--- src/rtl/dnn_argmax_fp16.sv ---
// Sequential FP16 argmax over a snapshot of class scores: one compare per cycle,
// reports the winning index, its score and a confidence flag.
module dnn_argmax_fp16 #(
   parameter int                    NUM_CLASSES = 10,
   parameter int                    DATA_WIDTH  = 16,
   parameter int                    IDX_WIDTH   = 4,
   parameter logic [DATA_WIDTH-1:0] CONF_THRESH = 16'h3800
) (
   input  logic                         clk,
   input  logic                         rst,
   input  logic                         start,
   input  logic                         clear,
   input  logic signed [DATA_WIDTH-1:0] scores [NUM_CLASSES-1:0],
   output logic                         busy,
   output logic                         valid,
   output logic        [IDX_WIDTH-1:0]  digit,
   output logic        [DATA_WIDTH-1:0] max_val,
   output logic                         conf
);

   typedef enum logic [1:0] {IDLE, SCAN, DONE} state_t;

   localparam logic [IDX_WIDTH-1:0] LAST_IDX = IDX_WIDTH'(NUM_CLASSES - 1);

   // Monotonic unsigned key for FP16 ordering: NaN lowest, both zeros equal.
   function automatic logic [DATA_WIDTH-1:0] order_key(input logic [DATA_WIDTH-1:0] b);
      logic [DATA_WIDTH-1:0] k;
      if (b[DATA_WIDTH-2 -: 5] == 5'h1F && b[DATA_WIDTH-7:0] != '0)
         k = '0;
      else if (b[DATA_WIDTH-2:0] == '0)
         k = {1'b1, {(DATA_WIDTH-1){1'b0}}};
      else if (!b[DATA_WIDTH-1])
         k = {1'b1, b[DATA_WIDTH-2:0]};
      else
         k = {1'b0, ~b[DATA_WIDTH-2:0]};
      return k;
   endfunction

   state_t                state_q, state_d;
   logic [DATA_WIDTH-1:0] snap [NUM_CLASSES-1:0];
   logic [IDX_WIDTH-1:0]  idx_q;
   logic [IDX_WIDTH-1:0]  best_idx_q;
   logic [DATA_WIDTH-1:0] best_q;

   logic                  win;
   logic [IDX_WIDTH-1:0]  nxt_idx;
   logic [DATA_WIDTH-1:0] nxt_best;
   logic                  launch;

   assign launch = start && !clear && (state_q != SCAN);

   // NOTE: every variable written in always_comb gets a default first, so no latch is inferred.
   always_comb begin
      win      = 1'b0;
      nxt_idx  = best_idx_q;
      nxt_best = best_q;
      if (order_key(snap[idx_q]) > order_key(best_q)) begin
         win      = 1'b1;
         nxt_idx  = idx_q;
         nxt_best = snap[idx_q];
      end
   end

   always_comb begin
      state_d = state_q;
      case (state_q)
         IDLE:    if (start) state_d = SCAN;
         SCAN:    if (idx_q == LAST_IDX) state_d = DONE;
         DONE:    if (start) state_d = SCAN;
         default: state_d = IDLE;
      endcase
      if (clear) state_d = IDLE;
   end

   // NOTE: sequential state uses non-blocking assignments only, so all flops sample the same pre-edge values.
   always_ff @(posedge clk or negedge rst) begin
      if (!rst) state_q <= IDLE;
      else      state_q <= state_d;
   end

   // NOTE: the snapshot is a handful of flops, not a RAM, so it is cleared on reset with everything else.
   always_ff @(posedge clk or negedge rst) begin
      if (!rst) begin
         for (int i = 0; i < NUM_CLASSES; i++) snap[i] <= '0;
         idx_q      <= '0;
         best_idx_q <= '0;
         best_q     <= '0;
         digit      <= '0;
         max_val    <= '0;
         conf       <= 1'b0;
      end else if (clear) begin
         idx_q      <= '0;
         best_idx_q <= '0;
         best_q     <= '0;
         digit      <= '0;
         max_val    <= '0;
         conf       <= 1'b0;
      end else if (launch) begin
         for (int i = 0; i < NUM_CLASSES; i++) snap[i] <= scores[i];
         best_q     <= scores[0];
         best_idx_q <= '0;
         idx_q      <= IDX_WIDTH'(1);
      end else if (state_q == SCAN) begin
         best_q     <= nxt_best;
         best_idx_q <= nxt_idx;
         idx_q      <= idx_q + 1'b1;
         if (idx_q == LAST_IDX) begin
            digit   <= nxt_idx;
            max_val <= nxt_best;
            conf    <= order_key(nxt_best) >= order_key(CONF_THRESH);
         end
      end
   end

   assign busy  = (state_q == SCAN);
   assign valid = (state_q == DONE);

endmodule

--- config.mk ---
export PLATFORM = sky130hd
export DESIGN_NAME = dnn_argmax_fp16
export DESIGN_NICKNAME = d
export VERILOG_FILES = /design/src/rtl/dnn_argmax_fp16.sv
export SDC_FILE = /design/constraint.sdc
export NUM_CORES = 1
export LEC_CHECK = 0
export CAP_MARGIN = 20
export CORE_ASPECT_RATIO = 0.6
export CORE_MARGIN = 5
export CORE_UTILIZATION = 58
export DETAILED_ROUTE_END_ITERATION = 6
export DONT_BUFFER_PORTS = 1
export PLACE_DENSITY_LB_ADDON = 0.2
export SETUP_SLACK_MARGIN = 0.15
export SYNTH_ARGS = -nofsm -noshare
export SYNTH_HDL_FRONTEND = slang
export SYNTH_SLANG_ARGS = --single-unit
--- constraint.sdc ---
create_clock -name clk -period 4.1 [get_ports clk]
set_input_delay 0.82 -clock clk [delete_from_list [all_inputs] [get_ports clk]]
set_output_delay 0.82 -clock clk [all_outputs]
set_load 0.1 [all_outputs]
* After elaboration in Yosys (flattened, before gate mapping)
Index checks and enable logic that the tools add are counted.
** Word-level totals
- Register bits :: 207
- Input port bits :: 164
- Output and inout port bits :: 23
- Word-level logic and storage cells :: 97
** Operators by class
- Add/subtract/negate cells :: 1
- Order comparisons :: 3
- Equality and inequality tests :: 10
- Mux-type cells :: 42
- Bitwise logic cells :: 4
- Reductions and logical operators :: 20
** Operators with widths (number)
- 16-bit two-way mux :: 22
- 16-bit binary-select mux with 4-bit select :: 1
- 15-bit logical NOT :: 3
- 15-bit NOT :: 3
- 4-bit two-way mux :: 11
- 10-bit nonzero test :: 3
- 16-bit greater-or-equal comparator, second input constant :: 1
- 16-bit > comparator :: 1
- 5-bit equality test, second input constant :: 3
- 2-bit two-way mux :: 3
- 1-bit logical AND :: 5
- 4-bit by 5-bit < comparator with 1-bit output, second input constant :: 1
- 4-bit by 1-bit adder with 4-bit output, second input constant :: 1
- 4-bit equality test, second input constant :: 1
- 1-bit two-way mux :: 4
- 2-bit case mux with 2 select lines :: 1
- 2-bit AND reduction :: 2
- 2-bit nonzero test :: 2
- 3-bit by 1-bit inequality test with 1-bit output, second input constant :: 1
- 3-bit by 2-bit inequality test with 1-bit output, second input constant :: 1
- 3-bit AND reduction :: 1
- 3-bit nonzero test :: 1
- 2-bit by 1-bit equality test with 1-bit output, second input constant :: 1
- 2-bit equality test, second input constant :: 1
- 6 further kinds :: 6

* Logic depth before layout (Yosys ltp)
- Depth after elaboration :: 21
- Gate-level depth with buffers :: 21
- Depth with buffers taken out :: 15

* Worst setup path before layout
No wires, ideal clock.
- Kind :: reg2reg
- Start point :: register idx_q[0]
- End point :: register max_val[2]
- Library setup time :: 0.132 ns
- Arrival time :: 4.305 ns
- Required time :: 3.968 ns
- Slack :: -0.337 ns
- Cell stages (with the launch flop) :: 19
- Path buffers :: 4
- Clock period less this slack :: 4.437 ns
- Path through :: dfrtp_1 buf_6 mux4_2 a211o_1 or4_1 nor2_1 mux2_4 buf_12 nor2_4 ha_1 nand4_1 nor3_1 a21boi_0 o31a_1 clkbuf_1 buf_2 mux2i_1 o21ai_0 nor2b_1
** On the way
- Word-level cells in the longest chain between the ends :: 12
- Elaborated cells between the ends (all ways) :: 19
- Classes of those cells :: 1 x order compare; 2 x eq/ne; 10 x mux; 1 x bitwise; 5 x reduce/logical
** RTL lines
- start: declaration :: line 41 : logic [IDX_WIDTH-1:0] idx_q;
- start signal: assignment :: line 106 : idx_q <= idx_q + 1'b1;
- parallel branches: the longest is 12 deep, another holds 16-bit > comparator
- end signal: assignment :: line 109 : max_val <= nxt_best;
- end: declaration :: line 17 : output logic [DATA_WIDTH-1:0] max_val,
Several ways; the timed one is not identified. The select of a mux whose other input is x is not followed.
A chain may end at the register's enable or synchronous reset.

* Final worst setup path
- Start point :: register idx_q[0]
- End point :: register conf
** On the way
- Word-level cells in the longest chain between the ends :: 21
- Elaborated cells between the ends (all ways) :: 32
- Classes of those cells :: 2 x order compare; 3 x eq/ne; 17 x mux; 2 x bitwise; 8 x reduce/logical
** RTL lines
- parallel branches: the longest is 21 deep, another holds 16-bit > comparator
- end signal: assignment :: line 110 : conf <= order_key(nxt_best) >= order_key(CONF_THRESH);
- end: declaration :: line 18 : output logic conf
Several ways; the timed one is not identified. The select of a mux whose other input is x is not followed.

==> reports/metrics.yaml <==
outcome: "finished with violations"
violations: "setup timing"
start_util: 0.588
fmax_mhz: 219
fill_cells: 1200
end_kind: "register"
pwr-share-clk: 0.294
cts_inserted_buffers: 20
setup_viol: 41
p_per_area_nw_per_um2: 548
syn2layout_area_growth_pct: 20.0
synth_top_family_by_area: "multiplexers"
crit_required_ps: 4530
drt_iter0_drc: 518
place_hpwl_um: 20700
async_reset_ff_frac: 1.00
layout-drive-gt1-share: 0.435
ys.flop_type: "dfrtp_1"
hold_class: "in2async"
wl_um: 28300
crit_arrival_ps: 4990
grt_max_degree: 131
first_global_vias: 7440
netSwitchingPower_w: 0.00210
synth_simple_gate_area_frac: 0.0808
port_buffers: 0
synth-adder-area-share: 0.0213
synth-seq-cells: 207
period_minus_slack_ps: 4560
dpl_cell_area_sq_um: 11400
period_share: 1.11
syn_inst: 836
power_frac_comb: 0.331
cts_max_path_buffers: 3
regArea_sq_um: 5180
cts_tree: "yes"
leakagePower_nw: 5.17
h-tree-depth: 1
clkLatencyLatePin_ps: 520
root_buffer: "clkbuf_16"
grt_pass1_wl_um: 43300
drtPass1Iterations: 5
maxSlewViolCount: 0
post-route-drc-count: 0
vias: 7087
worstPathMaxFanout: 14
groute.usage.overall: 0.265
maxCapViolCount: 0
synth_compound_area_frac: 0.0776
path_class: "reg2reg"
ir_worst_vdd_uv: 395
gp_congestion: 0.890
holdWs_ps: 34.9
relSlewSlack: 0.259
yosys-mux-area-fraction: 0.275
worst_pin_slew_ps: 1110
power.internal_w: 0.00486
dieArea_sq_um: 21100
fin_nets: 1074
setup_slack_ps: -456
yosys.area_share.xor_xnor: 0.0265
postRouteAntennaNets: 0
core_sq_um: 18000
rsz0062_at_grt: "true"
ioPinCount: 187
multi_input_area_sq_um: 5530
vias_per_cell: 6.17
p_seq_frac: 0.376
cp-start-kind: "register"
layout_common_cells: "dfrtp_1 (205), mux2_2 (161), buf_4 (75)"
ys_warn_count: 0
mostFrequentLayoutCell: "dfrtp_1"
core.rowCount: 38
place_ws_ps: -610
final_area_sq_um: 12700
die_w_um: 184
antenna_found_initial: 9
routedWlPerCell_um: 24.6
synth_seq_area_share: 0.490
synth.distinct_cells: 57
clk_pin_slew_worst_paths_ps: 70
avgSynthCellArea_sq_um: 12.6
utilization: 0.706
die_h_um: 115
p_sw_frac: 0.301
synth_edf_count: 0
skew_ps: 28.6
syn-num-nets: 1018
cts.sinks: 207
grt_remaining_overflow: 0
hold_viol: 0
syn_area_sq_um: 10600
-- worst paths after layout --
check / slack (ps) / start / depth (start not counted) / to
max in group asynchronous: 3370 / rst / 1 / idx_q[0]
min in group clk: 360 / clear / 1 / best_q[15]
worst min-delay path: 30 / rst / 0 / max_val[2]
worst min register to register: 500 / snap[110] / 1 / snap[110]
worst max register to register: -460 / idx_q[0] / 18 / conf
worst max-delay path: -460 / idx_q[0] / 18 / conf
-- kinds of logic (layout without fill, tap and decap cells) --
logic type               count (synthesis)  count (layout)
flip-flops                             207             207
XOR/XNOR                                32              32
buffers and inverters                   64             134
other                                    0               3
AND/OR/NAND/NOR                        153             153
AO/OA/AOI/OAI                          116             116
adder cells (fa/ha/maj)                 18              18
multiplexers                           246             246
-- critical path, stage by stage, from the launching register on --
cell and delay [ps]:
dfrtp_2 440, buf_4 150, mux4_2 540, a22oi_2 250
o21ai_2 140, nor4_4 280, nand3_2 120, mux2_4 370
buf_12 160, nor2_4 120, ha_4 220, nand4_1 180
a311oi_2 70, a211o_1 300, o31a_1 280, buf_12 160
mux2_4 310, o211a_1 130, a221oi_2 230
-- cell usage after synthesis, drive strengths merged (2+ instances only) --
| cell | instances | area share |
|---|---|---|
| dfrtp | 207 | 0.49 |
| mux2 | 163 | 0.17 |
| mux2i | 65 | 0.062 |
| nor2 | 47 | 0.024 |
| a211oi | 40 | 0.028 |
| clkbuf | 40 | 0.014 |
| nand2 | 33 | 0.012 |
| nor2b | 28 | 0.017 |
| buf | 19 | 0.013 |
| ha | 18 | 0.021 |
| mux4 | 18 | 0.039 |
| o21ai | 18 | 0.0092 |
| xnor2 | 17 | 0.014 |
| xor2 | 15 | 0.012 |
| a21oi | 11 | 0.0052 |
| o22ai | 10 | 0.0059 |
| nor3 | 9 | 0.0052 |
| a22oi | 8 | 0.0057 |
| nand3 | 6 | 0.0033 |
| o31a | 6 | 0.0050 |
| inv | 5 | 0.0018 |
| nand4 | 5 | 0.0030 |
| o221ai | 5 | 0.0041 |
| a211o | 4 | 0.0033 |
| and3 | 4 | 0.0024 |
| nand2b | 4 | 0.0024 |
| a31oi | 3 | 0.0018 |
| and2 | 3 | 0.0018 |
| nand3b | 3 | 0.0021 |
| nor4 | 3 | 0.0032 |
| or2 | 3 | 0.0018 |
| a2bb2oi | 2 | 0.0017 |
| o211a | 2 | 0.0019 |
| o211ai | 2 | 0.0014 |
| or4 | 2 | 0.0014 |
-- registers in the layout, indices dropped and copies added (netlist names) --
signal	cells
snap	160
idx_q	4
max_val	16
conf	1
best_idx_q	4
state_q	2
best_q	16
digit	4
-- metal layers --
layer | part of all wire | up-vias | wire, um | track usage
li1 | - | 3181 | - | -
met1 | 0.45 | 3608 | 12700 | 0.380
met2 | 0.45 | 235 | 12600 | 0.404
met3 | 0.085 | 51 | 2400 | 0.0841
met4 | 0.018 | 12 | 521 | 0.0492
met5 | 0.0020 | - | 57 | 0
-- cell type report --
type,count,share of cell area
inverters,5,0.00148
clock buffers,28,0.0458
repair buffers,93,0.0724
multi-input cells,565,0.436
clock inverters,8,0.0122
diodes,3,0.000592
flip-flops and latches,207,0.408
well taps,240,0.0237
-- power groups by stage --
stage	Sequential, W	Combinational [W]	Clock, W
4_1_cts	0.00260	0.00217	0.00207
5_1_grt	0.00265	0.00248	0.00217
6_report	0.00261	0.00230	0.00204
2_1_floorplan	0.00253	0.00144	0
3_3_place_gp	0.00261	0.00194	0
3_5_place_dp	0.00263	0.00201	0
-- stage by stage --
step	TNS, ps	cells	power, W
CTS	-13780	1136	0.00685
detailed placement	-20210	1093	0.00463
finish	-13590	1149	0.00696
global route	-19080	1149	0.00729
floorplan	-506	836	0.00397
global placement	-13810	1093	0.00455
-- repair_timing --
action,in CTS,in global routing
resized for setup,42,32
gates cloned,0,1
setup endpoints to repair,41,41
endpoints found under the hold margin,124,0
setup buffers,6,8
pin swaps,13,14
hold buffers,1,0
(Power assumes the default switching activity.)
